### src/rtl/lap_stopwatch_core.sv
// Stopwatch/timer core: run-state FSM, prescaled up/down time counter with countdown expiry,
// validated presets and a lap-capture buffer. Time layout hour[23:19] min[18:13] sec[12:7] frac[6:0].
module lap_stopwatch_core #(
  parameter int unsigned CLK_HZ    = 100_000_000,
  parameter int unsigned TICK_HZ   = 100,
  parameter int unsigned HOUR_MAX  = 24,
  parameter int unsigned LAP_DEPTH = 4,
  localparam int unsigned IDX_W    = (LAP_DEPTH > 1) ? $clog2(LAP_DEPTH) : 1,
  localparam int unsigned CNT_W    = $clog2(LAP_DEPTH + 1)
) (
  input  logic             clk,
  input  logic             reset,
  input  logic             i_run_stop,
  input  logic             i_clear,
  input  logic             i_count_mode,
  input  logic             i_lap,
  input  logic [IDX_W-1:0] i_lap_rd_idx,
  input  logic             i_preset_valid,
  input  logic [23:0]      i_preset_time,
  output logic [23:0]      o_time,
  output logic [23:0]      o_lap_time,
  output logic [CNT_W-1:0] o_lap_count,
  output logic             o_lap_full,
  output logic             o_running,
  output logic             o_expired,
  output logic             o_rollover,
  output logic             o_preset_err
);

  localparam int unsigned     DIV       = CLK_HZ / TICK_HZ;
  localparam int unsigned     PS_W      = (DIV > 1) ? $clog2(DIV) : 1;
  localparam logic [PS_W-1:0] PS_LAST   = PS_W'(DIV - 1);
  localparam logic [6:0]      FRAC_MOD  = 7'(TICK_HZ);
  localparam logic [6:0]      FRAC_LAST = 7'(TICK_HZ - 1);
  localparam logic [5:0]      SIX_LAST  = 6'd59;
  localparam logic [5:0]      HOUR_MOD  = 6'(HOUR_MAX);
  localparam logic [4:0]      HOUR_LAST = 5'(HOUR_MAX - 1);
  localparam logic [CNT_W-1:0] LAP_FULL = CNT_W'(LAP_DEPTH);
  localparam logic [CNT_W-1:0] LAP_LAST = CNT_W'(LAP_DEPTH - 1);

  typedef enum logic [1:0] {IDLE, RUN, PAUSE, EXPIRED} state_t;

  state_t          state, state_nxt;
  logic [PS_W-1:0] ps;
  logic [23:0]     lap_mem [LAP_DEPTH];
  logic [23:0]     time_nxt;
  logic            rollover_nxt;
  logic            wrap;

  logic [4:0] t_hour, p_hour, n_hour;
  logic [5:0] t_min, t_sec, p_min, p_sec, n_min, n_sec;
  logic [6:0] t_frac, p_frac, n_frac;

  assign {t_hour, t_min, t_sec, t_frac} = o_time;
  assign {p_hour, p_min, p_sec, p_frac} = i_preset_time;

  logic time_zero, preset_ok, preset_take, preset_rej, tick, lap_write;

  assign time_zero   = (o_time == 24'd0);
  assign preset_ok   = (p_frac < FRAC_MOD) && (p_sec <= SIX_LAST) && (p_min <= SIX_LAST) &&
                       ({1'b0, p_hour} < HOUR_MOD);
  assign preset_take = i_preset_valid && !i_clear && preset_ok && (state != RUN);
  // Clear outranks a preset, so a preset swallowed by clear is not reported as rejected.
  assign preset_rej  = i_preset_valid && !i_clear && !preset_take;
  assign tick        = (state == RUN) && (ps == PS_LAST) && !i_clear;
  assign lap_write   = i_lap && !i_clear && (o_lap_count != LAP_FULL);

  // State register
  always_ff @(posedge clk or posedge reset) begin
    if (reset) state <= IDLE;
    else       state <= state_nxt;
  end

  // Next-state logic; a down-count tick at zero expires instead of wrapping
  always_comb begin
    state_nxt = state;
    if (i_clear) begin
      state_nxt = IDLE;
    end else if (preset_take) begin
      if (state == EXPIRED) state_nxt = IDLE;
    end else begin
      case (state)
        IDLE:    if (i_run_stop) state_nxt = RUN;
        RUN: begin
          if (tick && i_count_mode && time_zero) state_nxt = EXPIRED;
          else if (!i_run_stop)                  state_nxt = PAUSE;
        end
        PAUSE:   if (i_run_stop) state_nxt = RUN;
        default: state_nxt = state;
      endcase
    end
  end

  // Time update: increment/decrement with per-field carry or borrow
  always_comb begin
    n_hour = t_hour;
    n_min  = t_min;
    n_sec  = t_sec;
    n_frac = t_frac;
    wrap   = 1'b0;
    if (!i_count_mode) begin
      if (t_frac == FRAC_LAST) begin
        n_frac = 7'd0;
        if (t_sec == SIX_LAST) begin
          n_sec = 6'd0;
          if (t_min == SIX_LAST) begin
            n_min = 6'd0;
            if (t_hour == HOUR_LAST) begin
              n_hour = 5'd0;
              wrap   = 1'b1;
            end else begin
              n_hour = t_hour + 5'd1;
            end
          end else begin
            n_min = t_min + 6'd1;
          end
        end else begin
          n_sec = t_sec + 6'd1;
        end
      end else begin
        n_frac = t_frac + 7'd1;
      end
    end else begin
      if (t_frac == 7'd0) begin
        n_frac = FRAC_LAST;
        if (t_sec == 6'd0) begin
          n_sec = SIX_LAST;
          if (t_min == 6'd0) begin
            n_min  = SIX_LAST;
            n_hour = (t_hour == 5'd0) ? HOUR_LAST : t_hour - 5'd1;
          end else begin
            n_min = t_min - 6'd1;
          end
        end else begin
          n_sec = t_sec - 6'd1;
        end
      end else begin
        n_frac = t_frac - 7'd1;
      end
    end

    time_nxt     = o_time;
    rollover_nxt = 1'b0;
    if (i_clear) begin
      time_nxt = 24'd0;
    end else if (preset_take) begin
      time_nxt = i_preset_time;
    end else if (tick && !(i_count_mode && time_zero)) begin
      time_nxt     = {n_hour, n_min, n_sec, n_frac};
      rollover_nxt = wrap && !i_count_mode;
    end
  end

  // Time, prescaler and status flags
  always_ff @(posedge clk or posedge reset) begin
    if (reset) begin
      ps           <= '0;
      o_time       <= 24'd0;
      o_rollover   <= 1'b0;
      o_preset_err <= 1'b0;
      o_running    <= 1'b0;
      o_expired    <= 1'b0;
    end else begin
      o_time       <= time_nxt;
      o_rollover   <= rollover_nxt;
      o_preset_err <= preset_rej;
      o_running    <= (state_nxt == RUN);
      o_expired    <= (state_nxt == EXPIRED);
      if (i_clear || state == IDLE || state_nxt == EXPIRED) ps <= '0;
      else if (state == RUN) ps <= (ps == PS_LAST) ? '0 : ps + PS_W'(1);
    end
  end

  // Lap buffer: append pre-update time, drop when full
  always_ff @(posedge clk or posedge reset) begin
    if (reset) begin
      o_lap_count <= '0;
      o_lap_full  <= 1'b0;
      for (int i = 0; i < int'(LAP_DEPTH); i++) lap_mem[i] <= 24'd0;
    end else if (i_clear) begin
      o_lap_count <= '0;
      o_lap_full  <= 1'b0;
    end else if (lap_write) begin
      for (int i = 0; i < int'(LAP_DEPTH); i++)
        if (o_lap_count == CNT_W'(i)) lap_mem[i] <= o_time;
      o_lap_count <= o_lap_count + CNT_W'(1);
      o_lap_full  <= (o_lap_count == LAP_LAST);
    end
  end

  always_comb begin
    o_lap_time = 24'd0;
    for (int i = 0; i < int'(LAP_DEPTH); i++)
      if ((CNT_W'(i_lap_rd_idx) == CNT_W'(i)) && (CNT_W'(i) < o_lap_count))
        o_lap_time = lap_mem[i];
  end

endmodule

### config.mk
export PLATFORM = sky130hd
export DESIGN_NAME = lap_stopwatch_core
export DESIGN_NICKNAME = d
export VERILOG_FILES = /design/src/rtl/lap_stopwatch_core.sv
export SDC_FILE = /design/constraint.sdc
export NUM_CORES = 1
export LEC_CHECK = 0
export CAP_MARGIN = 5
export CORE_UTILIZATION = 62
export DETAILED_ROUTE_END_ITERATION = 7
export PLACE_DENSITY = 0.83
export SYNTH_ARGS = -nofsm -noshare
export SYNTH_HDL_FRONTEND = slang
export SYNTH_SLANG_ARGS = --single-unit
### constraint.sdc
create_clock -name clk -period 15.9 [get_ports clk]
set_input_delay 3.18 -clock clk [delete_from_list [all_inputs] [get_ports clk]]
set_output_delay 3.18 -clock clk [all_outputs]
set_load 0.02 [all_outputs]
==> summary by stage <==
Run status
The run finished with clean final reports.

Finish
The fraction of final layout cells sized beyond drive strength 1 is 17.90%. The final core utilization is 75.80%. In the final layout, the multi-input gates occupy 0.004459 mm². The sequential cells in the finished layout cover a total of 0.003754 mm².

The relative area change from synthesis to final layout is 18.55%. Counting the fill cells in the layout gives 905. After routing the design area is 0.01008 mm². The antenna diode count is 0.

The layout net count is 955.

Clock tree
Counting the buffers created by CTS gives 17. Post-CTS timing repair inserted 0 buffers for setup. The total of cells resized after clock tree synthesis is 0. The clock tree synthesis step divided the H-tree into 4 levels. The clock latency at the later pin of the worst-skew pair is 0.44 ns. TritonCTS built the clock tree.

The maximum buffer depth of the clock tree is 2. The cell chosen for the clock root is sky130_fd_sc_hd__clkbuf_16. The clock-pin slew on the worst setup and hold paths is 0.07 ns. Hold repair after CTS inserted 0 buffers.

The total clock sinks is 150.

Synth
After synthesis, the share of flip-flops with an asynchronous set or reset is 100.0%. The number of distinct standard cells referenced by the synthesized netlist is 72. Yosys printed 0 warnings. The number of nets handed over by synthesis was 902.

In the synthesized netlist the dominant register cell turns out to be sky130_fd_sc_hd__dfrtp_1. Ranked by total cell area, the synthesized netlist is headed by sky130_fd_sc_hd__dfrtp_1 (44%), sky130_fd_sc_hd__mux2_2 (13%), sky130_fd_sc_hd__a21oi_1 (2.9%), sky130_fd_sc_hd__clkbuf_1 (2.8%), sky130_fd_sc_hd__nor2_1 (2.7%). The synthesized netlist occupies a cell area of 0.008501 mm². The synthesized design spends more area on one cell type than any other, namely sky130_fd_sc_hd__dfrtp_1. The sequential area share after synthesis is 44.16%. A synthesized cell averages 9.931 µm².

The number of enable flip-flop cells after synthesis is 0. The share of Yosys cell area claimed by the top area cell type is 44.16%. The number of synthesized register bits is 150. The number of instances in the synthesized netlist is 856.

Placed design
The post-DP HPWL is 15.40 mm. The placer congestion estimate is 0.9173. The instance area at placement is 0.009469 mm². The number of buffer cells added on primary ports is 88.

Routing
The routed wire length is 24.21 mm. The uppermost layer routed is met4. In this run the remaining antenna-violating nets after routing total 0. The sum of met2 wire segment lengths after detailed routing is 12.04 mm.

The detail-routed via count per cell is 6.927. The total number of vias is 7,606. The count of unresolved DRC violations after routing is 0.

For this block, the initial DRC count from the detailed router was 966. The number of optimization iterations in the first detailed-route pass is 5. The wire length the detailed router placed on met1 is 9.608 mm.

The sum of met3 wire segment lengths after detailed routing is 1.875 mm. The detailed-route wire length per cell is 22.05 µm.

Timing
The peak clock frequency supported by timing is 110.8 MHz. The clock period could shrink to 9.026 ns. Across the routed clock network, the largest skew measured is 0.01218 ns. The actual transition at the worst max-transition pin is 1.262 ns.

The number of max-slew violations in the final report is 0. The max-slew headroom at the worst pin is 15.28%. The hold violation total from the final report came to 0. Setup total negative slack on the finished layout was measured at 0 ns. Setup repair after global routing left no endpoint under its margin.

The final period utilization is 56.77%. Setup violations remaining at the end of the flow were counted as 0.

Critical path
For the worst setup path, the data required time is 12.72 ns. The startpoint-to-endpoint class of the critical path is in -> out. The kind of start point of the critical path is an input port. At the worst endpoint, the arrival time is 5.85 ns. The worst setup path is captured at an output pin. The maximum fanout count along the critical path is 24.

Die
The overall die height is 119.1 µm. The floorplan step defined a core boundary enclosing 0.01330 mm². The floorplan step defined a die boundary enclosing 0.01418 mm².

The floorplan has 42 rows. In this run the count of I/O pins placed on the die edge is 89. For this configuration, the core starts out at a cell density of 63.94%. The overall die width is 119.1 µm.

Global route
The first global-routing pass estimated 38.56 mm of wire. The via count of the first global-routing pass came to 7,578. The number of antenna violations at the first check in global routing is 0.

Global routing finished with a remaining overflow of 0. The total routing resource utilization after global routing is 35.10%. The pin count of the biggest net entering global routing is 85.

Job
Across the run, the number of max-cap violations was 0.

Pwr
The peak supply drop is 0.08361 mV. The total power divided by cell area is 105.8 mW/mm². Overall power consumption after layout is estimated at 1.066 mW. The leakage power figure is 4.174 nW.

Worst hold path
The tightest min-delay check is of the reg -> reg type.
## registers in the layout, indices dropped and copies added, names as in the netlist
name          flops
o_running         1
o_expired         1
o_lap_full        1
state             2
ps               20
o_rollover        1
lap_mem          96
o_preset_err      1
o_lap_count       3
o_time           24
## layout make-up
type	instances	area share, %
repair buffers	101	9.709
inverters	16	0.6456
flip-flops and latches	150	37.25
clock buffers	17	4.221
clock inverters	15	1.738
well taps	176	2.185
multi-input cells	623	44.25
## worst max-delay path, stage by stage
cell and delay [ns]:
sky130_fd_sc_hd__clkdlybuf4s50_1 0.57, sky130_fd_sc_hd__and3_1 0.97, sky130_fd_sc_hd__a221oi_1 0.22, sky130_fd_sc_hd__a21oi_1 0.26, sky130_fd_sc_hd__clkdlybuf4s50_1 0.63
## layer usage
metal	up-vias	track usage, %
li1	3326	-
met3	71	7.184
met5	-	0
met2	430	58.21
met4	0	16.85
met1	3779	43.83
## layout by cell type, fill, tap and decap left out, types with 6 or more instances in the layout
master / n
sky130_fd_sc_hd__dfrtp_1: 150
sky130_fd_sc_hd__mux2_2: 100
sky130_fd_sc_hd__clkdlybuf4s50_1: 88
sky130_fd_sc_hd__nor2_1: 62
sky130_fd_sc_hd__nand2_1: 61
sky130_fd_sc_hd__a21oi_1: 49
sky130_fd_sc_hd__o21ai_0: 38
sky130_fd_sc_hd__nand3_1: 27
sky130_fd_sc_hd__nor3_1: 26
sky130_fd_sc_hd__a221oi_1: 24
sky130_fd_sc_hd__a211oi_1: 18
sky130_fd_sc_hd__clkbuf_16: 17
sky130_fd_sc_hd__inv_1: 15
sky130_fd_sc_hd__nand4_1: 13
sky130_fd_sc_hd__ha_1: 13
sky130_fd_sc_hd__buf_4: 13
sky130_fd_sc_hd__nand2b_1: 11
sky130_fd_sc_hd__mux2i_1: 11
sky130_fd_sc_hd__xor2_1: 8
sky130_fd_sc_hd__and3_1: 7
sky130_fd_sc_hd__nor4_1: 7
sky130_fd_sc_hd__o22ai_1: 7
sky130_fd_sc_hd__o211ai_1: 7
sky130_fd_sc_hd__or3_1: 6
sky130_fd_sc_hd__and4_1: 6
sky130_fd_sc_hd__nand3b_1: 6
sky130_fd_sc_hd__o21a_1: 6
sky130_fd_sc_hd__nand4b_1: 6
sky130_fd_sc_hd__xnor2_1: 6
sky130_fd_sc_hd__inv_8: 6
## final timing paths
| path | slack [ns] | cells past startpoint | end | start |
|---|---|---|---|---|
| max | 6.87 | 5 | o_lap_time[20] | i_lap_rd_idx[1] |
| min | 0.51 | 1 | lap_mem[71] | lap_mem[71] |
| max reg2reg | 12.71 | 7 | o_time[19] | o_time[0] |
| min reg2reg | 0.51 | 1 | lap_mem[71] | lap_mem[71] |
| max in group asynchronous | 11.29 | 3 | lap_mem[68] | reset |
| min in group asynchronous | 3.24 | 2 | o_time[16] | reset |
## synthesized netlist by cell type (all sizes together), types with 11 or more instances
cell type and number:
clkbuf 63, ha 13, a211oi 19, o21ai 42
mux2i 11, a221oi 24, mux2 100, nand2b 11
nor3 27, a21oi 49, nand4 14, nand3 27
nor2 62, inv 16, nand2 61, dfrtp 150
## cell families (layout without fill, tap and decap cells)
| kind of cell | Yosys count | count (layout) | share of synthesized area, % |
|---|---|---|---|
| buf+inv | 83 | 149 | 3.695 |
| mux | 111 | 111 | 14.54 |
| compound gates | 213 | 213 | 17.34 |
| fa+ha+maj | 13 | 13 | 1.914 |
| xor+xnor | 14 | 14 | 1.442 |
| flops | 150 | 150 | 44.16 |
| simple gates | 272 | 272 | 16.91 |
## report_power, final
group          internal [mW]  total, mW  switching (mW)
Combinational         0.0883      0.183          0.0943
Clock                  0.213      0.406           0.194
Sequential             0.426      0.477          0.0510
## stage by stage
step                worst slack [ns]  hold WS, ns  instances
global placement               7.066       0.4883       1065
CTS                            6.953       0.5128       1097
finish                         6.874       0.5109       1098
detailed placement             7.004       0.4962       1065
global route                   6.807       0.5241       1098
floorplan                      8.293       0.4806        856
Note: power is estimated with default switching activity, not from simulation.
